===== config.mk =====
export PLATFORM = sky130hd
export DESIGN_NAME = stack_exec_unit
export DESIGN_NICKNAME = d
export VERILOG_FILES = /design/src/rtl/stack_exec_unit.sv
export SDC_FILE = /design/constraint.sdc
export NUM_CORES = 1
export LEC_CHECK = 0
export ABC_AREA = 1
export ABC_CLOCK_PERIOD_IN_PS = 9050
export CAP_MARGIN = 10
export CELL_PAD_IN_SITES_DETAIL_PLACEMENT = 0
export CELL_PAD_IN_SITES_GLOBAL_PLACEMENT = 2
export CORE_AREA = 2 2 287 289
export CTS_BUF_LIST = sky130_fd_sc_hd__clkbuf_8
export DETAILED_ROUTE_END_ITERATION = 12
export DIE_AREA = 0 0 289 291
export DONT_BUFFER_PORTS = 1
export PLACE_DENSITY = 0.8
export SYNTH_ARGS = -nofsm -noshare
export SYNTH_HDL_FRONTEND = slang
export SYNTH_SLANG_ARGS = --single-unit

===== constraint.sdc =====
create_clock -name clock -period 9.05 [get_ports clock]
set_input_delay 1.81 -clock clock [delete_from_list [all_inputs] [get_ports clock]]
set_output_delay 1.81 -clock clock [all_outputs]
set_load 0.005 [all_outputs]

===== src/rtl/stack_exec_unit.sv =====
// Operand-stack execution unit: push/drop/ALU ops on TOS/NOS with error reporting.
// Define STACK_EXEC_DIV_EN to build the iterative DIV/MOD divider; otherwise those opcodes are illegal.
module stack_exec_unit #(
    parameter int DATA_W = 16,
    parameter int DEPTH  = 32,
    parameter int OP_W   = 16,
    localparam int SP_W  = $clog2(DEPTH + 1)
) (
    input  logic              clock,
    input  logic              reset,
    input  logic              cmd_valid,
    output logic              cmd_ready,
    input  logic [OP_W-1:0]   cmd_op,
    input  logic [DATA_W-1:0] cmd_imm,
    output logic              rsp_done,
    output logic [1:0]        rsp_err,
    output logic [DATA_W-1:0] tos,
    output logic [SP_W-1:0]   depth,
    output logic [1:0]        dbg_state
);
    // Handshake: a command is taken on a rising edge with cmd_valid & cmd_ready;
    // cmd_ready is high only in IDLE; rsp_done is a one-cycle pulse per retired command.
    localparam int IDX_W = $clog2(DEPTH);

    localparam logic [OP_W-1:0] OP_IGN  = OP_W'(8'h00);
    localparam logic [OP_W-1:0] OP_IMM  = OP_W'(8'h01);
    localparam logic [OP_W-1:0] OP_ADD  = OP_W'(8'h0b);
    localparam logic [OP_W-1:0] OP_SUB  = OP_W'(8'h0c);
    localparam logic [OP_W-1:0] OP_MUL  = OP_W'(8'h0d);
    localparam logic [OP_W-1:0] OP_DIV  = OP_W'(8'h0e);
    localparam logic [OP_W-1:0] OP_MOD  = OP_W'(8'h0f);
    localparam logic [OP_W-1:0] OP_GRET = OP_W'(8'h10);
    localparam logic [OP_W-1:0] OP_LESS = OP_W'(8'h11);
    localparam logic [OP_W-1:0] OP_EQ   = OP_W'(8'h12);
    localparam logic [OP_W-1:0] OP_NEQ  = OP_W'(8'h13);
    localparam logic [OP_W-1:0] OP_AND  = OP_W'(8'h14);
    localparam logic [OP_W-1:0] OP_OR   = OP_W'(8'h15);
    localparam logic [OP_W-1:0] OP_XOR  = OP_W'(8'h16);
    localparam logic [OP_W-1:0] OP_NOT  = OP_W'(8'h17);

    typedef enum logic [1:0] {S_IDLE = 2'd0, S_DIVIDE = 2'd1, S_WRBACK = 2'd2} state_t;

    state_t              state_q, state_d;
    logic [SP_W-1:0]     sp_q, sp_d;
    logic                done_q, done_d;
    logic [1:0]          err_q, err_d;
    logic [DATA_W-1:0]   stack_q [DEPTH];
    logic                wr_en;
    logic [IDX_W-1:0]    wr_idx, tos_idx, nos_idx, push_idx;
    logic [DATA_W-1:0]   wr_data, a, b, alu;

    assign tos_idx  = IDX_W'(sp_q - SP_W'(1));
    assign nos_idx  = IDX_W'(sp_q - SP_W'(2));
    assign push_idx = IDX_W'(sp_q);
    assign a        = stack_q[nos_idx];
    assign b        = stack_q[tos_idx];

    assign cmd_ready = (state_q == S_IDLE);
    assign rsp_done  = done_q;
    assign rsp_err   = err_q;
    assign tos       = (sp_q == '0) ? '0 : b;
    assign depth     = sp_q;
    assign dbg_state = state_q;

`ifdef STACK_EXEC_DIV_EN
    localparam int CNT_W = $clog2(DATA_W);

    logic [DATA_W-1:0] rem_q, quo_q, dvs_q, rem_next;
    logic [DATA_W:0]   shift_rem;
    logic [CNT_W-1:0]  cnt_q;
    logic              is_mod_q, no_borrow, div_start;

    // Restoring step; a zero divisor never borrows, giving all-ones quotient and remainder a.
    assign shift_rem = {rem_q, quo_q[DATA_W-1]};
    assign no_borrow = (shift_rem >= {1'b0, dvs_q});
    assign rem_next  = no_borrow ? (shift_rem[DATA_W-1:0] - dvs_q) : shift_rem[DATA_W-1:0];

    always_ff @(posedge clock or posedge reset) begin
        if (reset) begin
            rem_q    <= '0;
            quo_q    <= '0;
            dvs_q    <= '0;
            cnt_q    <= '0;
            is_mod_q <= 1'b0;
        end else if (div_start) begin
            rem_q    <= '0;
            quo_q    <= a;
            dvs_q    <= b;
            cnt_q    <= '0;
            is_mod_q <= (cmd_op == OP_MOD);
        end else if (state_q == S_DIVIDE) begin
            rem_q <= rem_next;
            quo_q <= {quo_q[DATA_W-2:0], no_borrow};
            cnt_q <= cnt_q + CNT_W'(1);
        end
    end
`endif

    always_comb begin
        alu = '0;
        case (cmd_op)
            OP_ADD:  alu = a + b;
            OP_SUB:  alu = a - b;
            OP_MUL:  alu = a * b;
            OP_GRET: alu = DATA_W'(a > b);
            OP_LESS: alu = DATA_W'(a < b);
            OP_EQ:   alu = DATA_W'(a == b);
            OP_NEQ:  alu = DATA_W'(a != b);
            OP_AND:  alu = a & b;
            OP_OR:   alu = a | b;
            OP_XOR:  alu = a ^ b;
            default: alu = '0;
        endcase
    end

    always_comb begin
        state_d = state_q;
        sp_d    = sp_q;
        done_d  = 1'b0;
        err_d   = 2'd0;
        wr_en   = 1'b0;
        wr_idx  = tos_idx;
        wr_data = '0;
`ifdef STACK_EXEC_DIV_EN
        div_start = 1'b0;
`endif
        case (state_q)
            S_IDLE: begin
                if (cmd_valid) begin
                    done_d = 1'b1;
                    case (cmd_op)
                        OP_IGN: begin
                            if (sp_q == '0) err_d = 2'd1;
                            else            sp_d  = sp_q - SP_W'(1);
                        end
                        OP_IMM: begin
                            if (sp_q == SP_W'(DEPTH)) begin
                                err_d = 2'd2;
                            end else begin
                                wr_en   = 1'b1;
                                wr_idx  = push_idx;
                                wr_data = cmd_imm;
                                sp_d    = sp_q + SP_W'(1);
                            end
                        end
                        OP_NOT: begin
                            if (sp_q == '0) begin
                                err_d = 2'd1;
                            end else begin
                                wr_en   = 1'b1;
                                wr_data = ~b;
                            end
                        end
                        OP_ADD, OP_SUB, OP_MUL, OP_GRET, OP_LESS, OP_EQ,
                        OP_NEQ, OP_AND, OP_OR, OP_XOR: begin
                            if (sp_q < SP_W'(2)) begin
                                err_d = 2'd1;
                            end else begin
                                wr_en   = 1'b1;
                                wr_idx  = nos_idx;
                                wr_data = alu;
                                sp_d    = sp_q - SP_W'(1);
                            end
                        end
                        OP_DIV, OP_MOD: begin
`ifdef STACK_EXEC_DIV_EN
                            if (sp_q < SP_W'(2)) begin
                                err_d = 2'd1;
                            end else begin
                                done_d    = 1'b0;
                                div_start = 1'b1;
                                state_d   = S_DIVIDE;
                            end
`else
                            err_d = 2'd3;
`endif
                        end
                        default: err_d = 2'd3;
                    endcase
                end
            end
`ifdef STACK_EXEC_DIV_EN
            S_DIVIDE: begin
                if (cnt_q == CNT_W'(DATA_W - 1)) state_d = S_WRBACK;
            end
            S_WRBACK: begin
                wr_en   = 1'b1;
                wr_idx  = nos_idx;
                wr_data = is_mod_q ? rem_q : quo_q;
                sp_d    = sp_q - SP_W'(1);
                done_d  = 1'b1;
                state_d = S_IDLE;
            end
`endif
            default: state_d = S_IDLE;
        endcase
    end

    always_ff @(posedge clock or posedge reset) begin
        if (reset) begin
            state_q <= S_IDLE;
            sp_q    <= '0;
            done_q  <= 1'b0;
            err_q   <= 2'd0;
        end else begin
            state_q <= state_d;
            sp_q    <= sp_d;
            done_q  <= done_d;
            err_q   <= err_d;
        end
    end

    // Stack contents need no reset; sp alone defines what is valid.
    always_ff @(posedge clock) begin
        if (wr_en) stack_q[wr_idx] <= wr_data;
    end
endmodule


==> results.sh <==
export IMPL_start_util_pct=41.53
export IMPL_dpl_hpwl_um=82510
export IMPL_synth_edff_count=512
export IMPL_worst_setup_path_end_kind="flop"
export IMPL_rsz0062_at_grt="false"
export IMPL_setup_viol=0
export IMPL_irDropWorstVdd_mv=0.1033
export IMPL_ctsHtreeMaxLevel=3
export IMPL_finalNonFillerCells=5125
export IMPL_cp_arrival_ns=8.95
export IMPL_clk_path_buf_depth=3
export IMPL_synth_mux_area_share_pct=0.1002
export IMPL_status="completed"
export IMPL_clk_latency_ns=0.73
export IMPL_cap_violations=0
export IMPL_ys_flop_type="edfxtp_1"
export IMPL_detail_route_antenna_nets=0
export IMPL_grt_pass1_vias=27378
export IMPL_synth_fa_ha_area_share_pct=8.705
export IMPL_wl_um=127400
export IMPL_io_pins=63
export IMPL_antenna_found_initial=2
export IMPL_fin_setup_tns_ns=0
export IMPL_cts_tree="built"
export IMPL_total_power_uw=4749
export IMPL_crit_fanout=32
export IMPL_rows=105
export IMPL_portBuffers=0
export IMPL_track_usage_pct=30.13
export IMPL_pwr_density_cell_nw_per_um2=129.0
export IMPL_die_area_um2=84100
export IMPL_vias=29066
export IMPL_synthSimpleGateAreaFrac_pct=31.83
export IMPL_grt_overflow=0
export IMPL_area_growth_pct=9.199
export IMPL_max_slew_margin_pct=33.53
export IMPL_cts_setup_buffers=0
export IMPL_timing_hold_ws_ns=0.6279
export IMPL_synth_warnings=0
export IMPL_fmax_ghz=0.1176
export IMPL_final_common_cell="nand2_1"
export IMPL_ys_seq_elements=521
export IMPL_cts_buffers=92
export IMPL_drtIter0Drc=3173
export IMPL_synthCells=3997
export IMPL_routedWlPerCell_um=24.86
export IMPL_yosys_area_share_xor_xnor_pct=0.7681
export IMPL_hold_violations=0
export IMPL_worst_slew_pin_slew_ns=0.9960
export IMPL_cpMaxStageDelayCell="dfrtp_4"
export IMPL_viasPerCell=5.671
export IMPL_drc=0
export IMPL_cp_required_ns=9.50
export IMPL_syn_area_um2=33720
export IMPL_clk_pin_slew_ns=0.06
export IMPL_final_max_slew_viol_count=0
export IMPL_cp_common_cell="nand2_1"
export IMPL_synth_cell_type_count=62
export IMPL_synth_top_family_by_area="simple AND/OR/NAND/NOR gates"
export IMPL_place_congestion=0.9672
export IMPL_period_needed_ns=8.502
export IMPL_mostFrequentLayoutCells="1267 x nand2_1, 944 x nand3_1, 512 x edfxtp_1"
export IMPL_grt_pass1_wl_um=185400
export IMPL_finalClockSkew_ns=0.06374
export IMPL_slowest_delay_ns=0.59
export IMPL_leakage_uw=0.01438
export IMPL_grt_max_degree=160
export IMPL_clockRootBuffer="clkbuf_8"
export IMPL_cp_start_kind="flop"
export IMPL_path_class="reg2reg"
export IMPL_die_w_um=289
export IMPL_synth_compound_area_share_pct=4.597
export IMPL_synthArstFlopShare_pct=1.727
export IMPL_die_h_um=291
export IMPL_core_um2=81190
export IMPL_clock_sink_count=521
export IMPL_dp_cells=4967
export IMPL_drt_pass1_iter_count=6
export IMPL_ys_seq_area_share_pct=46.26
export IMPL_final_area_um2=36820
export IMPL_hold_class="reg2reg"
export IMPL_min_period_over_period_pct=93.94
export IMPL_fin_nets=4212
export IMPL_post_dp_cell_area_um2=35140
export IMPL_drive_gt1_share_pct=9.501
export IMPL_synth_area_per_cell_um2=8.436
==> layer usage <==
| layer | wire, um | part of all wire [%] | vias to the layer above | GRT usage, % |
|---|---|---|---|---|
| met2 | 59870 | 47 | 1164 | 48.79 |
| met3 | 8660 | 6.8 | 214 | 3.621 |
| met4 | 3885 | 3.0 | 0 | 9.228 |
| met1 | 54980 | 43 | 14170 | 42.15 |
| li1 | - | - | 13518 | - |
| met5 | 0 | 0 | - | 0 |
==> sequential cells by signal, summed over array words and instances, names as in the netlist <==
signal    count
rsp_err       2
depth         6
rsp_done      1
stack_q     512
==> worst paths after layout <==
path / start / to / slack, ns / cells past startpoint
hold / removal: depth[5] / depth[5] / 0.63 / 1
hold reg to reg: depth[5] / depth[5] / 0.63 / 1
setup reg to reg: depth[0] / stack_q[29][15] / 0.55 / 40
max in group asynchronous: reset / depth[1] / 7.73 / 1
min in group asynchronous: reset / depth[2] / 1.00 / 1
setup / recovery: depth[0] / stack_q[29][15] / 0.55 / 40
==> power by group <==
group	leakage (uW)	internal, uW	switching (uW)	total, uW
clock	0.000932	1040	1040	2080
combinational	0.00756	15.2	42.7	57.9
sequential	0.00590	2610	0.648	2610
==> through the flow <==
stage               util, %  setup slack [ns]
floorplan                 -            0.7917
global placement      43.28            0.3265
detailed placement    43.28            0.2453
CTS                   45.34            0.2609
global route          45.35           0.06358
finish                45.35            0.5485
==> synthesized netlist by cell type, drive strengths merged (2+ instances only) <==
master,count,area share (%)
xnor2,6,0.16
inv,273,3.1
a21o,2,0.045
clkinv,6,0.067
a21oi,94,1.4
or2,2,0.037
ha,105,3.9
o21bai,6,0.13
o31ai,5,0.11
a211oi,2,0.045
conb,2,0.022
a31oi,4,0.074
xor2,15,0.61
nor3,11,0.16
nand3b,5,0.11
a211o,2,0.052
buf,206,4.2
o221ai,3,0.078
dfrtp,9,0.67
nor4,4,0.12
nand3,946,14
a221oi,18,0.47
o211ai,14,0.31
clkbuf,36,0.41
o21ai,73,1.2
o22ai,9,0.17
fa,81,4.8
edfxtp,512,46
a22oi,4,0.089
a2111oi,2,0.052
o2111ai,4,0.10
a31o,2,0.052
mux2,3,0.10
nand2,1295,15
nand4,10,0.19
a311oi,2,0.052
o21a,3,0.067
nor2,215,2.5
==> critical path: cells and delay by family (launching register included) <==
kind                     cells  cell delay (ns)
adder cells (fa/ha/maj)      8             3.39
AND/OR/NAND/NOR             19             2.13
buffers and inverters       11             1.76
flip-flops                   1             0.59
XOR/XNOR                     1             0.23
AO/OA/AOI/OAI                1             0.13
==> area by class of cell <==
type,count,area [um2]
diodes,3,7.507
clock buffers,92,1266
repair buffers,141,1359
flip-flops and latches,521,15610
clock inverters,63,402.9
multi-input cells,2956,15760
well taps,1070,1339
fillers,8130,44370
inverters,279,1081
==> cells by family after synthesis <==
| kind of cell | count (synthesis) |
|---|---|
| other | 2 |
| buffers and inverters | 521 |
| multiplexers | 3 |
| XOR/XNOR | 21 |
| flip-flops | 521 |
| AND/OR/NAND/NOR | 2489 |
| adder cells (fa/ha/maj) | 186 |
| AO/OA/AOI/OAI | 254 |
==> timing repair <==
| action | 4_1_cts | 5_1_grt |
|---|---|---|
| setup endpoints to repair | 0 | 32 |
| hold buffers | 0 | 0 |
| gates resized for setup | 0 | 1 |
Note: power is estimated with default switching activity, not from simulation.
